[config.mk]
export PLATFORM = sky130hd
export DESIGN_NAME = fetch_unit
export DESIGN_NICKNAME = d
export VERILOG_FILES = /design/src/rtl/fetch_unit_pkg.sv /design/src/rtl/fetch_skid_buf.sv /design/src/rtl/fetch_unit.sv
export SDC_FILE = /design/constraint.sdc
export NUM_CORES = 1
export LEC_CHECK = 0
export ABC_AREA = 0
export BUFFER_PORTS_ARGS = -buffer_cell sky130_fd_sc_hd__buf_2
export CAP_MARGIN = 40
export CORE_UTILIZATION = 56
export CTS_CLUSTER_SIZE = 28
export DETAILED_ROUTE_END_ITERATION = 8
export PLACE_DENSITY = 0.82
export SETUP_SLACK_MARGIN = 0.1
export SYNTH_ARGS = -nofsm -noshare
export SYNTH_HDL_FRONTEND = slang
export SYNTH_HIERARCHICAL = 1
export SYNTH_SLANG_ARGS = --single-unit
[constraint.sdc]
create_clock -name clk -period 2.5 [get_ports clk]
set_input_delay 0.125 -clock clk [delete_from_list [all_inputs] [get_ports clk]]
set_output_delay 0.125 -clock clk [all_outputs]
set_load 0.1 [all_outputs]
[src/rtl/fetch_unit_pkg.sv]
`default_nettype none
// ============================================================================
// Module      : fetch_unit_pkg
// Description : Shared opcodes, control constants, instruction layout and
//               fetch-stage types for the fetch and control units.
// Revision    : 1.1
// ============================================================================
package fetch_unit_pkg;

  localparam int unsigned C_ADDR_WIDTH  = 8;
  localparam int unsigned C_INSTR_WIDTH = 16;
  localparam int unsigned C_OP_WIDTH    = 3;
  localparam int unsigned C_REG_WIDTH   = 3;
  localparam int unsigned C_IMM_WIDTH   = 4;

  localparam logic [C_OP_WIDTH-1:0] OP_ADD  = 3'd0;
  localparam logic [C_OP_WIDTH-1:0] OP_ADDI = 3'd1;
  localparam logic [C_OP_WIDTH-1:0] OP_SUB  = 3'd2;
  localparam logic [C_OP_WIDTH-1:0] OP_AND  = 3'd3;
  localparam logic [C_OP_WIDTH-1:0] OP_OR   = 3'd4;
  localparam logic [C_OP_WIDTH-1:0] OP_LD   = 3'd5;
  localparam logic [C_OP_WIDTH-1:0] OP_ST   = 3'd6;
  localparam logic [C_OP_WIDTH-1:0] OP_BEQ  = 3'd7;

  localparam int unsigned WR_EN  = 0;
  localparam int unsigned R_TYPE = 1;

  localparam int unsigned OPC_MSB = 15;
  localparam int unsigned OPC_LSB = 13;
  localparam int unsigned RD_MSB  = 12;
  localparam int unsigned RD_LSB  = 10;
  localparam int unsigned RS1_MSB = 9;
  localparam int unsigned RS1_LSB = 7;
  localparam int unsigned RS2_MSB = 6;
  localparam int unsigned RS2_LSB = 4;
  localparam int unsigned IMM_MSB = 3;
  localparam int unsigned IMM_LSB = 0;

  typedef struct packed {
    logic [C_ADDR_WIDTH-1:0] pc;
    logic [C_OP_WIDTH-1:0]   opcode;
    logic [C_REG_WIDTH-1:0]  rd;
    logic [C_REG_WIDTH-1:0]  rs1;
    logic [C_REG_WIDTH-1:0]  rs2;
    logic [C_IMM_WIDTH-1:0]  imm;
  } decoded_instr_t;

  typedef enum logic [0:0] {
    S_REQ  = 1'b0,
    S_WAIT = 1'b1
  } fetch_state_t;

  function automatic decoded_instr_t decode_instr(
    input logic [C_ADDR_WIDTH-1:0]  pc,
    input logic [C_INSTR_WIDTH-1:0] instr
  );
    decoded_instr_t d;
    d.pc     = pc;
    d.opcode = instr[OPC_MSB:OPC_LSB];
    d.rd     = instr[RD_MSB:RD_LSB];
    d.rs1    = instr[RS1_MSB:RS1_LSB];
    d.rs2    = instr[RS2_MSB:RS2_LSB];
    d.imm    = instr[IMM_MSB:IMM_LSB];
    return d;
  endfunction

endpackage
`default_nettype wire

[src/rtl/fetch_skid_buf.sv]
`default_nettype none
// ============================================================================
// Module      : fetch_skid_buf
// Description : Single-entry holding buffer for a decoded instruction.
// Revision    : 1.0
// ============================================================================
module fetch_skid_buf
  import fetch_unit_pkg::*;
(
  input  logic           clk,
  input  logic           rst,
  input  logic           flush,
  input  logic           load,
  input  logic           drain,
  input  decoded_instr_t load_data,
  output logic           full,
  output decoded_instr_t data
);

  logic           r_full;
  decoded_instr_t r_data;

  // Load wins over drain so a same-cycle refill keeps the entry occupied.
  always_ff @(posedge clk) begin
    if (rst) begin
      r_full <= 1'b0;
      r_data <= '0;
    end else if (flush) begin
      r_full <= 1'b0;
    end else if (load) begin
      r_full <= 1'b1;
      r_data <= load_data;
    end else if (drain) begin
      r_full <= 1'b0;
    end
  end

  assign full = r_full;
  assign data = r_data;

endmodule
`default_nettype wire

[src/rtl/fetch_unit.sv]
`default_nettype none
// ============================================================================
// Module      : fetch_unit
// Description : PC owner and single-outstanding instruction fetcher feeding
//               decoded fields to decode over valid/ready, with redirect.
// Revision    : 1.0
// ============================================================================
module fetch_unit
  import fetch_unit_pkg::*;
#(
  parameter int unsigned           ADDR_WIDTH  = C_ADDR_WIDTH,
  parameter int unsigned           INSTR_WIDTH = C_INSTR_WIDTH,
  parameter int unsigned           OP_WIDTH    = C_OP_WIDTH,
  parameter logic [ADDR_WIDTH-1:0] RESET_PC    = '0,
  parameter logic [ADDR_WIDTH-1:0] PC_STEP     = 1
) (
  input  logic                   clk,
  input  logic                   rst,
  output logic                   imem_req,
  output logic [ADDR_WIDTH-1:0]  imem_addr,
  input  logic                   imem_valid,
  input  logic [INSTR_WIDTH-1:0] imem_rdata,
  input  logic                   redirect_valid,
  input  logic [ADDR_WIDTH-1:0]  redirect_pc,
  output logic                   out_valid,
  input  logic                   out_ready,
  output logic [ADDR_WIDTH-1:0]  out_pc,
  output logic [OP_WIDTH-1:0]    out_opcode,
  output logic [2:0]             out_rd,
  output logic [2:0]             out_rs1,
  output logic [2:0]             out_rs2,
  output logic [3:0]             out_imm
);

  fetch_state_t          r_state;
  logic [ADDR_WIDTH-1:0] r_pc;
  logic [ADDR_WIDTH-1:0] r_imem_addr;
  logic                  r_imem_req;
  logic                  r_drop_pending;
  logic                  r_out_valid;
  decoded_instr_t        r_out;

  logic                  w_transfer;
  logic                  w_resp;
  logic                  w_skid_full;
  logic                  w_skid_load;
  logic                  w_skid_drain;
  decoded_instr_t        w_skid_data;
  decoded_instr_t        w_resp_data;

  assign w_transfer  = r_out_valid & out_ready;
  assign w_resp      = imem_valid & (r_state == S_WAIT) & ~r_drop_pending & ~redirect_valid;
  assign w_resp_data = decode_instr(r_pc, imem_rdata);

  // The response parks in the skid only when the output register stays busy.
  assign w_skid_load  = w_resp & r_out_valid & (~out_ready | w_skid_full);
  assign w_skid_drain = w_transfer & w_skid_full & ~redirect_valid;

  fetch_skid_buf u_skid (
    .clk       (clk),
    .rst       (rst),
    .flush     (redirect_valid),
    .load      (w_skid_load),
    .drain     (w_skid_drain),
    .load_data (w_resp_data),
    .full      (w_skid_full),
    .data      (w_skid_data)
  );

  always_ff @(posedge clk) begin
    if (rst) begin
      r_state        <= S_REQ;
      r_pc           <= RESET_PC;
      r_imem_req     <= 1'b0;
      r_imem_addr    <= '0;
      r_drop_pending <= 1'b0;
      r_out_valid    <= 1'b0;
      r_out          <= '0;
    end else if (redirect_valid) begin
      r_state        <= S_REQ;
      r_pc           <= redirect_pc;
      r_imem_req     <= 1'b0;
      r_out_valid    <= 1'b0;
      // An abandoned request still owes us one response unless it lands now.
      r_drop_pending <= ~imem_valid & ((r_state == S_WAIT) | r_drop_pending);
    end else begin
      r_imem_req <= 1'b0;
      case (r_state)
        S_REQ: begin
          if (r_drop_pending) begin
            if (imem_valid) r_drop_pending <= 1'b0;
          end else if (!w_skid_full) begin
            r_imem_req  <= 1'b1;
            r_imem_addr <= r_pc;
            r_state     <= S_WAIT;
          end
        end
        S_WAIT: begin
          if (w_resp) begin
            r_pc    <= r_pc + PC_STEP;
            r_state <= S_REQ;
          end
        end
      endcase

      if (w_transfer && w_skid_full) begin
        r_out       <= w_skid_data;
        r_out_valid <= 1'b1;
      end else if (w_resp && (!r_out_valid || w_transfer)) begin
        r_out       <= w_resp_data;
        r_out_valid <= 1'b1;
      end else if (w_transfer) begin
        r_out_valid <= 1'b0;
      end
    end
  end

  assign imem_req   = r_imem_req;
  assign imem_addr  = r_imem_addr;
  assign out_valid  = r_out_valid;
  assign out_pc     = r_out.pc;
  assign out_opcode = r_out.opcode;
  assign out_rd     = r_out.rd;
  assign out_rs1    = r_out.rs1;
  assign out_rs2    = r_out.rs2;
  assign out_imm    = r_out.imm;

endmodule
`default_nettype wire

# Word level (Yosys, flattened, before mapping)
# Index checks and enable logic that the tools add are counted.
[classes]
bitwise_logic = 17
n_div = 0
n_eq_ne = 1
n_mux = 18
n_shift = 0
n_addsub = 1
order_cmp = 0
n_mul = 0
reduce_logical = 15
[ops]
columns = ["op", "count"]
rows = [
  ["24-bit 2-to-1 mux", 2],
  ["8-bit 2-to-1 mux", 3],
  ["1-bit 2-to-1 mux", 12],
  ["1-bit AND", 9],
  ["8-bit by 1-bit adder with 8-bit output (second input constant)", 1],
  ["2-bit nonzero test", 4],
  ["1-bit NOT", 6],
  ["2-bit AND reduction", 3],
  ["4-bit AND reduction", 1],
  ["3-bit nonzero test", 1],
  ["3-bit OR reduction", 1],
  ["1-bit logical AND", 2],
  ["2-bit != test (second input constant)", 1],
  ["1-bit OR", 2],
  ["1-bit case mux with 2 select lines", 1],
  ["2-bit OR reduction", 1],
  ["1-bit zero test", 1],
  ["1-bit logical OR", 1],
]
[word_totals]
in_bits = 29
rom_bits = 0
mem_count = 0
output_inout_bits = 34
ram_bits = 0
latchBits = 0
register_bits = 69

# Logic depth before layout (Yosys ltp)
# Gate-level depths: netlist (run 1).
[depth]
word_depth = 6
depth_mapped = 6
ltp_nobuf = 5

# Modules after synthesis
# The synthesis (run 1) kept the hierarchy.
[by_module_without_submodules]
columns = ["mod", "instances", "seq_area_each_um2", "area_each_um2", "cells_per_inst"]
rows = [
  ["fetch_unit", 1, 880.8, 2351.0, 245],
  ["fetch_skid_buf", 1, 500.5, 1206.2, 112],
]

# Worst setup path after synthesis (run 1)
# OpenSTA, ideal clock, no wires.
[synth_timing]
kind = "reg-to-reg"
start = "reg r_out_valid, in the netlist out_valid"
end = "reg u_skid.r_data (netlist bit u_skid/data[16])"
setup_time_ns = 0.116
path_buffers = 1
path_slack_ns = 0.184
stages_incl_launch_ff = 6
required_time_ns = 2.384
arrival_ns = 2.200
period_less_slack_ns = 2.316
cell_sequence = "dfxtp_1 -> o21ai_0 -> nor3_1 -> and2b_4 -> buf_6 -> o21ai_2"
[synth_via]
elab_chain_len = 3
[synth_lines]
columns = ["element", "line", "text"]
rows = [
  ["start, declared", "fetch_unit.sv:40", "logic r_out_valid;"],
  ["start signal, assigned", "fetch_unit.sv:77", "r_out_valid <= 1'b0;"],
  ["start signal, assigned", "fetch_unit.sv:83", "r_out_valid <= 1'b0;"],
  ["start signal, assigned", "fetch_unit.sv:108", "r_out_valid <= 1'b1;"],
  ["1-bit AND (2 in series)", "fetch_unit.sv:56", "assign w_skid_load = w_resp & r_out_valid & (~out_ready | w_skid_full);"],
  ["named net w_skid_load", "fetch_unit.sv:46", "logic w_skid_load;"],
  ["2-bit AND reduction (no line)", "-", ""],
  ["end signal, assigned", "fetch_skid_buf.sv:32", "r_data <= load_data;"],
  ["end, declared", "fetch_skid_buf.sv:21", "decoded_instr_t r_data;"],
]
# The timed path passes the listed nets, and every way through them passes these cells.
# A chain may end at the register's enable or synchronous reset.

# Worst setup path in the final report (run 1)
[layout_timing]
start = "reg r_state"
end = "reg u_skid.r_data (netlist bit u_skid/data[20])"
[layout_via]
elab_chain_len = 6
[layout_lines]
columns = ["element", "line", "text"]
rows = [
  ["start, declared", "fetch_unit.sv:35", "fetch_state_t r_state;"],
  ["start signal, assigned", "fetch_unit.sv:72", "r_state <= S_REQ;"],
  ["start signal, assigned", "fetch_unit.sv:80", "r_state <= S_REQ;"],
  ["start signal, assigned", "fetch_unit.sv:95", "r_state <= S_WAIT;"],
  ["1-bit AND (3 in series)", "fetch_unit.sv:52", "assign w_resp = imem_valid & (r_state == S_WAIT) & ~r_drop_pending & ~redirect_valid;"],
  ["1-bit AND (2 in series)", "fetch_unit.sv:56", ""],
  ["named net w_skid_load", "fetch_unit.sv:46", ""],
  ["2-bit AND reduction (no line)", "-", ""],
]
# The timed path passes the listed nets, and every way through them passes these cells.

==> results.py, run 1 <==
metrics = {
    "outcome": {
        "status": "finished, final reports clean",
    },
    "floorplanning": {
        "io_pins": 63,
        "fp.dieW_um": 81.7,
        "dieArea_um2": 6670,
        "rows": 28,
        "initial_core_util_pct": 59.0,
        "coreArea_um2": 6030,
        "die_h_um": 81.7,
    },
    "timing": {
        "setup_viol": 0,
        "rsz0062_at_grt": "no",
        "finalHoldViolCount": 0,
        "fmax_ghz": 0.544,
        "period_share_pct": 73.5,
        "finClkSkew_ns": 0.0108,
        "max_slew_margin_pct": 59.2,
        "timing.setup.tns_ns": 0,
        "worst_pin_slew_ns": 0.612,
        "drv_slew": 0,
        "min_period_ns": 1.84,
    },
    "grt": {
        "grt_start_max_net_pins": 50,
        "grt_pass1_wl_mm": 13.5,
        "antenna_found_initial": 0,
        "grt.overflow.total": 0,
        "groute.usage.overall_pct": 27.0,
        "grt_pass1_vias": 2755,
    },
    "layout": {
        "fin_nets": 434,
        "syn_to_final_growth_pct": 15.1,
        "fillers": 482,
        "antennaDiodeCount": 0,
        "drive_above_1_share_pct": 32.5,
        "instances_no_fill": 484,
    },
    "routing": {
        "dr.pass1.iters": 5,
        "via_per_inst": 6.19,
        "wl_mm": 8.65,
        "wl_per_cell_um": 17.9,
        "postRouteAntennaNets": 0,
        "post-route-drc-count": 0,
        "via_count": 2995,
        "drt_iter0_markers": 202,
    },
    "synth": {
        "syn_area_per_cell_um2": 9.96,
        "syn_inst": 357,
        "synth_nets": 387,
        "ys.flop_type": "dfxtp_1",
        "ys_types": 44,
        "ys.warnings.count": 6,
        "synth_edf_count": 0,
        "async_reset_ff_share_pct": 0,
        "ys_seq_area_share_pct": 38.8,
        "ys_ff_latch": 69,
        "syn_area_um2": 3560,
    },
    "critical_path": {
        "r2r-end": "u_skid/data[20]$_SDFFE_PP0P_",
        "r2r_cells": 4,
        "crit_start": "r_state$_SDFF_PP0_",
        "start_kind": "flip-flop",
        "worstPathMaxFanout": 24,
        "rrSetupSlack_ns": 0.66,
        "crit_type": "flip-flop to flip-flop",
        "critPathCaptureType": "flip-flop",
        "required_ns": 2.71,
        "reg2reg_from": "r_state$_SDFF_PP0_",
        "worst_ep_arrival_time_ns": 2.05,
    },
    "placed_design": {
        "portBuffers": 62,
        "place_inst": 468,
        "place_hpwl_mm": 5.51,
        "gp_congestion": 0.829,
    },
    "power_and_ir_drop": {
        "switchingPower_mw": 0.715,
        "swShare_pct": 27.4,
        "power_density_nw_per_um2": 639,
        "internal_power_mw": 1.90,
        "clockPowerShare_pct": 41.7,
        "power.leakage_nw": 1.69,
        "power_frac_comb_pct": 13.8,
        "power_mw": 2.61,
        "vdd_drop_max_mv": 0.340,
        "power_frac_seq_pct": 44.5,
    },
    "worst_hold_path": {
        "hp-start": "redirect_pc[2]",
        "min_to": "r_pc[2]$_SDFFE_PP0P_",
        "hp-class": "input port to flip-flop",
        "holdPathStages": 3,
    },
    "cts": {
        "clkSinkCount": 69,
        "cts_setup_buffers": 0,
        "clkTransAtPathRegs_ns": 0.08,
        "cts_resized": 0,
        "cts_buffer_depth": 2,
        "ctsHoldBuffers": 0,
        "htreeDepth": 3,
        "clk_latency_ns": 0.34,
        "cts_tree": "done",
        "cts_root_buf": "clkbuf_8",
        "cts_made_buffers": 9,
    },
    "flow_run": {
        "max_cap_viol_count": 0,
    },
}
[layout make-up]
class	instances	area [µm²]	share of cell area, %
multi-input cells	248	1980	48.3
flip-flops and latches	69	1380	33.7
repair buffers	73	393	9.59
clock buffers	10	128	3.12
clock inverters	6	111	2.72
well taps	75	93.8	2.29
inverters	3	11.3	0.275
[metrics by stage]
stage | utilization [%] | worst slack [ns] | instance area (µm²) | hold slack, ns
6_report | 68.0 | 0.662 | 4100 | 0.0536
5_1_grt | 68.0 | 0.506 | 4100 | 0.0541
4_1_cts | 68.0 | 0.674 | 4100 | 0.0373
3_5_place_dp | 64.0 | 0.687 | 3860 | 0.404
3_3_place_gp | 64.0 | 0.777 | 3860 | 0.406
2_1_floorplan | - | 0.184 | 3560 | 0.295
[worst max-delay path: stages (launching register included)]
cell and delay [ns]:
dfxtp_1 0.46, nand3b_1 0.32, nor3_2 0.27, and2b_4 0.49
o21ai_0 0.17
[kinds of logic after synthesis]
group / synth area share [%]
adder cells (fa/ha/maj): 0.352
AND/OR/NAND/NOR: 22.5
buffers and inverters: 5.91
AO/OA/AOI/OAI: 22.9
multiplexers: 9.00
flip-flops: 38.8
XOR/XNOR: 0.493
[synthesized netlist by cell type (2+ instances only)]
cell type | instances | area, µm²
a2111oi_0 | 4 | 35.0
a2111oi_2 | 20 | 300
a211oi_1 | 2 | 15.0
a21boi_0 | 2 | 15.0
a21oi_1 | 25 | 125
a311oi_1 | 5 | 43.8
and3b_1 | 2 | 17.5
buf_2 | 9 | 45.0
buf_4 | 3 | 22.5
buf_6 | 5 | 56.3
clkbuf_1 | 20 | 75.1
dfxtp_1 | 69 | 1380
inv_1 | 3 | 11.3
mux2i_1 | 32 | 320
nand2_1 | 3 | 11.3
nand2b_1 | 25 | 156
nand3_1 | 5 | 25.0
nand4bb_1 | 24 | 270
nor2_1 | 17 | 63.8
nor2b_1 | 3 | 18.8
nor3_1 | 25 | 125
o21ai_0 | 9 | 45.0
o21ai_2 | 20 | 175
or3_1 | 4 | 25.0
or4_1 | 2 | 15.0
[state kept, by name, summed over array words and instances, names as in the netlist, 3 cells and up]
| register | count |
|---|---|
| u_skid/data | 24 |
| imem_addr | 8 |
| out_pc | 8 |
| r_pc | 8 |
| out_imm | 4 |
| out_opcode | 3 |
| out_rd | 3 |
| out_rs1 | 3 |
| out_rs2 | 3 |
[power groups by stage]
stage,Combinational [mW],Sequential [mW],Clock [mW]
floorplan,0.168,1.29,0
global placement,0.351,1.19,0
detailed placement,0.358,1.19,0
CTS,0.360,1.16,1.10
global route,0.381,1.17,1.16
finish,0.361,1.16,1.09
[cells in the final DEF, fill, tap and decap left out, types with 2 or more instances in the layout]
master	synthesis	final
a2111oi_0	4	4
a2111oi_2	20	20
a211oi_1	2	2
a21boi_0	2	2
a21oi_1	25	25
a311oi_1	5	5
and3b_1	2	2
buf_2	9	62
buf_4	3	11
bufinv_16	0	3
clkbuf_8	0	9
dfxtp_1	69	69
inv_1	3	3
mux2i_1	32	32
nand2_1	3	3
nand2b_1	25	25
nand3_1	5	5
nand4bb_1	24	24
nor2_1	17	17
nor2b_1	3	3
nor3_1	25	24
o21ai_0	9	9
o21ai_2	20	20
or3_1	4	4
or4_1	2	2
[per-layer routing]
metal  part of all wire, %  vias to the layer above  routed length [µm]  global-route usage [%]
met3                   3.7                       11                 320                    6.00
li1                      -                     1437                   -                       -
met1                    47                     1467                4070                    36.6
met5                     0                        -                   0                       0
met4                   1.2                        0                 107                    8.42
met2                    48                       80                4160                    42.8
[how the worst max path moves through the flow]
| stage | slack (ns) | cells after the start | end |
|---|---|---|---|
| floorplan | 0.18 | 5 | u_skid/data[16]$_SDFFE_PP0P_ |
| global placement | 0.78 | 4 | u_skid/data[21]$_SDFFE_PP0P_ |
| detailed placement | 0.69 | 4 | u_skid/data[21]$_SDFFE_PP0P_ |
| CTS | 0.67 | 4 | u_skid/data[19]$_SDFFE_PP0P_ |
| global route | 0.51 | 4 | u_skid/data[21]$_SDFFE_PP0P_ |
| finish | 0.66 | 4 | u_skid/data[20]$_SDFFE_PP0P_ |
(Power assumes the default switching activity.)
==> inputs of run 2 (changes only) <==
clock period = 1.7 ns   (was 2.5 ns; I/O delays follow)
==> run 2 against run 1 <==
Against the previous run: the run now ends with negative hold slack left; worst setup slack lost 0.48 ns; sequential power grew 47%; count of clock-buffer cells in the layout grew 2; clock power grew 13%; non-clock buffer count grew 16; fmax grew 21%; via count grew 3.3%; global-route usage grew 1.5 points; clock skew shrank 0.0047 ns; register-to-register slack lost 0.48 ns; hold slack lost 0.056 ns; critical path depth shrank 1; critical endpoint is now r_pc[7]$_SDFFE_PP0P_; highest routed layer unchanged.
==> results.py, run 2 (synthesis gave the netlist of run 1 again) <==
metrics = {
    "critical_path": {
        "rrSetupSlack_ns": 0.18,
        "cp_cell_sequence": "or4b_1 > or4_1 > nand3_1",
        "crit_type": "flip-flop to flip-flop",
        "worst-path-buf-inv": 0,
        "r2r_cells": 3,
        "start_kind": "flip-flop",
        "worst_ep_arrival_time_ns": 1.82,
        "path_delay_family": "simple AND/OR/NAND/NOR gates",
        "cpMaxStageDelayCell": "or4_1",
        "crit_path_max_incr_delay_ns": 0.53,
        "reg2reg_from": "r_pc[6]$_SDFFE_PP0P_",
        "r2r-end": "r_pc[7]$_SDFFE_PP0P_",
        "critPathCaptureType": "flip-flop",
        "required_ns": 1.99,
        "worstPathMaxFanout": 7,
    },
    "routing": {
        "drt_iter0_markers": 211,
        "via_per_inst": 6.19,
        "dr.pass1.iters": 4,
        "postRouteAntennaNets": 0,
        "via_count": 3094,
        "wl_per_cell_um": 18.3,
        "wl_mm": 9.16,
        "post-route-drc-count": 0,
    },
    "cts": {
        "clk_latency_ns": 0.35,
        "clkTransAtPathRegs_ns": 0.07,
        "htreeDepth": 3,
        "cts_root_buf": "clkbuf_8",
        "cts_made_buffers": 9,
        "cts_tree": "done",
        "cts_buffer_depth": 2,
        "clkSinkCount": 69,
    },
    "grt": {
        "grt_start_max_net_pins": 87,
        "antenna_found_initial": 0,
        "grt_pass1_wl_mm": 14.4,
        "grt_pass1_vias": 3060,
        "groute.usage.overall_pct": 28.5,
        "grt.overflow.total": 0,
    },
    "placed_design": {
        "place_inst": 479,
        "gp_congestion": 0.851,
        "place_hpwl_mm": 5.78,
        "portBuffers": 62,
    },
    "timing": {
        "min_period_ns": 1.52,
        "hold_slack_ns": -0.00260,
        "setup_viol": 0,
        "fmax_ghz": 0.657,
        "finalHoldViolCount": 1,
        "finClkSkew_ns": 0.00614,
        "period_share_pct": 89.6,
        "worst_pin_slew_ns": 0.498,
        "drv_slew": 0,
        "timing.setup.tns_ns": 0,
        "max_slew_margin_pct": 67.0,
        "rsz0062_at_grt": "no",
    },
    "power_and_ir_drop": {
        "power_frac_comb_pct": 16.2,
        "switchingPower_mw": 1.06,
        "power_mw": 3.50,
        "internal_power_mw": 2.44,
        "vdd_drop_max_mv": 0.545,
        "power_density_nw_per_um2": 831,
        "clockPowerShare_pct": 35.3,
        "power.leakage_nw": 1.77,
        "power_frac_seq_pct": 48.5,
        "swShare_pct": 30.3,
    },
    "floorplanning": {
        "coreArea_um2": 6030,
        "dieArea_um2": 6670,
        "io_pins": 63,
        "rows": 28,
        "fp.dieW_um": 81.7,
        "die_h_um": 81.7,
        "initial_core_util_pct": 59.0,
    },
    "worst_hold_path": {
        "hp-class": "input port to flip-flop",
        "hp-start": "redirect_pc[2]",
        "holdPathStages": 3,
        "min_to": "r_pc[2]$_SDFFE_PP0P_",
    },
    "layout": {
        "syn_to_final_growth_pct": 18.5,
        "drive_above_1_share_pct": 36.0,
        "largest_reg_flops": 24,
        "antennaDiodeCount": 0,
        "instances_no_fill": 500,
        "final_common_cell": "dfxtp_1",
        "layout_common_cells": "64 x dfxtp_1, 62 x buf_2, 32 x mux2i_1",
        "fillers": 459,
        "multi_input_area_um2": 1980,
        "fin_nets": 450,
        "register_area_um2": 1390,
    },
    "flow_run": {
        "max_cap_viol_count": 0,
    },
    "outcome": {
        "status": "finished with violations",
        "violations": "negative hold slack",
    },
}
-- run 2: cell types whose count changed in the layout (fill, tap and decap cells not counted), sizes merged --
cell	change
clkinvlp	-1
clkinv	+1
bufinv	-3
clkbuf	+2
dlygate4sd3	+1
inv	+1
buf	+15
-- run 2: metal layers --
layer,vias up,GRT usage (%),wire [µm]
met1,1511,33.8,3870
met4,0,13.0,205
li1,1466,-,-
met5,-,0,0
met2,96,48.8,4640
met3,21,6.56,447
-- run 2: power by group through the flow --
stage | sequential [mW] | combinational [mW] | clock, mW
after global routing | 1.70 | 0.599 | 1.33
after floorplan | 1.90 | 0.247 | 0
after CTS | 1.70 | 0.565 | 1.25
after detailed placement | 1.74 | 0.558 | 0
after global placement | 1.73 | 0.546 | 0
final | 1.70 | 0.567 | 1.23
-- run 2: area by class of cell --
type | count | area share (%)
Clock inverter | 4 | 0.505
Tap cell | 75 | 2.23
Clock buffer | 12 | 3.68
Sequential cell | 69 | 33.0
Inverter | 3 | 0.267
Multi-Input combinational cell | 248 | 47.1
Timing Repair Buffer | 89 | 13.2
-- run 2: stage by stage --
stage / hold WS, ns / worst slack [ns] / util [%] / cell area [µm²]
after floorplan: 0.255 / 0.104 / - / 3570
after global placement: 0.365 / 0.154 / 66.2 / 3990
after detailed placement: 0.370 / 0.0832 / 66.2 / 3990
after CTS: 0.00389 / 0.103 / 69.4 / 4180
after global routing: 0.0169 / 0.0924 / 69.9 / 4210
final: -0.00260 / 0.177 / 69.9 / 4210
-- run 2: repair_timing --
action                                 in CTS  in global routing
buffers inserted                            1                  3
endpoints found under the hold margin       1                  0
pin swaps                                   0                  3
gates resized for setup                     1                  5
setup endpoints to repair                  14                 25
hold buffers                                1                  0
-- run 2: worst min-delay path, cell delays in order --
cell and delay [ns]:
buf_2 0.10, nor2_1 0.07, a211oi_1 0.05
-- run 2: worst max path at each step --
stage / startpoint / endpoint / slack, ns / cells past startpoint
2_1_floorplan: out_valid$_SDFFE_PP0P_ / out_pc[2]$_SDFFE_PP0P_ / 0.10 / 4
4_1_cts: r_drop_pending$_SDFFE_PP0P_ / u_skid/data[15]$_SDFFE_PP0P_ / 0.10 / 5
6_report: r_pc[6]$_SDFFE_PP0P_ / r_pc[7]$_SDFFE_PP0P_ / 0.18 / 3
3_3_place_gp: r_drop_pending$_SDFFE_PP0P_ / u_skid/data[10]$_SDFFE_PP0P_ / 0.15 / 5
3_5_place_dp: r_drop_pending$_SDFFE_PP0P_ / u_skid/data[15]$_SDFFE_PP0P_ / 0.08 / 5
5_1_grt: r_drop_pending$_SDFFE_PP0P_ / u_skid/data[4]$_SDFFE_PP0P_ / 0.09 / 5
==> inputs of run 3 (changes only) <==
CORE_ASPECT_RATIO = 1.75   (was not set)
CORE_UTILIZATION = 40   (was 56)
HOLD_SLACK_MARGIN = 0.15   (was not set)
PLACE_DENSITY = 0.62   (was 0.82)
==> run 3 against run 2 <==
Against the previous run: the run now ends clean; largest power group is now clock; critical path depth up 1; non-clock buffer count up 26; count of clock-buffer cells in the layout increased by 1.
==> results.py, run 3 (synthesis gave the netlist of run 1 again) <==
metrics = {
    "critical_path": {
        "worstPathMaxFanout": 8,
        "start_kind": "flip-flop",
        "path_delay_family": "simple AND/OR/NAND/NOR gates",
        "worst_ep_arrival_time_ns": 1.80,
        "crit_type": "flip-flop to flip-flop",
        "cp_cell_sequence": "nand3b_1 > buf_4 > or4_1 > nand3_1",
        "cpMaxStageDelayCell": "or4_1",
        "required_ns": 1.97,
        "critPathCaptureType": "flip-flop",
        "worst-path-buf-inv": 1,
        "crit_path_max_incr_delay_ns": 0.51,
        "reg2reg_from": "r_drop_pending$_SDFFE_PP0P_",
        "crit_start": "r_drop_pending$_SDFFE_PP0P_",
    },
    "routing": {
        "via_per_inst": 5.49,
        "drt_iter0_markers": 200,
        "via_count": 3125,
        "post-route-drc-count": 0,
        "wl_mm": 9.48,
        "postRouteAntennaNets": 0,
        "wl_per_cell_um": 16.7,
        "dr.pass1.iters": 4,
    },
    "timing": {
        "fmax_ghz": 0.656,
        "finalHoldViolCount": 0,
        "timing.setup.tns_ns": 0,
        "rsz0062_at_grt": "yes",
        "drv_slew": 0,
        "period_share_pct": 89.7,
        "fin_ws_ns": 0.175,
        "setup_viol": 0,
        "max_slew_margin_pct": 66.9,
        "hold_slack_ns": 0.262,
        "worst_pin_slew_ns": 0.499,
        "finClkSkew_ns": 0.00558,
        "min_period_ns": 1.53,
    },
    "layout": {
        "instances_no_fill": 569,
        "drive_above_1_share_pct": 33.4,
        "largest_reg_flops": 24,
        "fillers": 810,
        "fin_nets": 477,
        "final_common_cell": "dfxtp_1",
        "antennaDiodeCount": 0,
        "syn_to_final_growth_pct": 33.1,
        "register_area_um2": 1390,
        "multi_input_area_um2": 2010,
        "layout_common_cells": "67 x dfxtp_1, 62 x buf_2, 32 x mux2i_1",
    },
    "power_and_ir_drop": {
        "power_mw": 4.41,
        "vdd_drop_max_mv": 0.744,
        "power_density_nw_per_um2": 931,
        "switchingPower_mw": 1.12,
        "internal_power_mw": 3.29,
        "power_frac_comb_pct": 13.9,
        "power.leakage_nw": 1.96,
        "power_frac_seq_pct": 38.6,
        "clockPowerShare_pct": 47.4,
        "swShare_pct": 25.3,
    },
    "cts": {
        "clkTransAtPathRegs_ns": 0.05,
        "clk_latency_ns": 0.33,
        "cts_buffer_depth": 2,
        "cts_setup_buffers": 0,
        "clkSinkCount": 69,
        "cts_tree": "done",
        "cts_made_buffers": 9,
        "cts_root_buf": "clkbuf_16",
        "htreeDepth": 3,
    },
    "grt": {
        "grt_start_max_net_pins": 86,
        "grt.overflow.total": 0,
        "antenna_found_initial": 0,
        "grt_pass1_wl_mm": 15.0,
        "groute.usage.overall_pct": 21.3,
        "grt_pass1_vias": 3091,
    },
    "floorplanning": {
        "dieArea_um2": 9290,
        "coreArea_um2": 8670,
        "rows": 45,
        "die_h_um": 127,
        "initial_core_util_pct": 41.0,
        "io_pins": 63,
        "fp.dieW_um": 73.3,
    },
    "worst_hold_path": {
        "hp-start": "out_ready",
        "hp-class": "input port to flip-flop",
    },
    "placed_design": {
        "preCtsSetupSlack_ns": 0.145,
        "gp_congestion": 0.840,
        "place_inst": 524,
        "portBuffers": 62,
        "place_hpwl_mm": 6.09,
    },
    "outcome": {
        "status": "finished, final reports clean",
    },
    "flow_run": {
        "max_cap_viol_count": 0,
    },
}
[run 3: cell count changes in the layout (fill, tap and decap cells not counted), sizes merged]
| cell | delta |
|---|---|
| dlygate4sd3 | +26 |
| inv | -1 |
| clkinv | -2 |
| bufinv | +2 |
| buf | -1 |
| clkbuf | +2 |
| o211a | +1 |
[run 3: per-layer routing]
metal / GRT usage (%) / routed length [µm] / up-vias
li1: - / - / 1536
met1: 25.1 / 3920 / 1500
met2: 36.0 / 4970 / 70
met3: 3.42 / 347 / 19
met4: 11.8 / 241 / 0
met5: 0 / 0 / -
[run 3: power by group through the flow]
| stage | registers, mW | logic, mW | clock network [mW] |
|---|---|---|---|
| 5_1_grt | 1.71 | 0.654 | 2.20 |
| 2_1_floorplan | 1.90 | 0.247 | 0 |
| 3_3_place_gp | 1.73 | 0.559 | 0 |
| 6_report | 1.70 | 0.614 | 2.09 |
| 3_5_place_dp | 1.74 | 0.564 | 0 |
| 4_1_cts | 1.70 | 0.612 | 2.14 |
[run 3: metrics by stage]
step | util, % | cell area (µm²)
CTS | 54.0 | 4680
detailed placement | 47.0 | 4070
finish | 54.6 | 4730
floorplan | - | 3570
global placement | 47.0 | 4070
global route | 54.6 | 4730
[run 3: final cells by class]
class / count / share of cell area [%]
multi-input combinational: 249 / 42.5
sequential: 69 / 29.3
timing repair buffer: 115 / 17.8
clock buffer: 13 / 5.73
tap: 117 / 3.09
clock inverter: 3 / 1.37
inverter: 3 / 0.238
[run 3: path summary, 6_finish.rpt]
check / to / slack (ns) / cells after the start
min: out_valid$_SDFFE_PP0P_ / 0.26 / 4
min reg2reg: u_skid/data[23]$_SDFFE_PP0P_ / 0.47 / 2
max: r_pc[7]$_SDFFE_PP0P_ / 0.17 / 4
max reg2reg: r_pc[7]$_SDFFE_PP0P_ / 0.17 / 4
[run 3: timing repair]
action,4_1_cts,5_1_grt
hold buffers,27,0
endpoints found under the hold margin,29,0
resized for setup,0,5
setup endpoints to repair,0,21
[run 3: worst register-to-register path: cells and delay by family (launching register included)]
family | cells | cell delay [ns]
and+or+nand+nor | 3 | 0.91
DFF | 1 | 0.32
buffers and inverters | 1 | 0.24
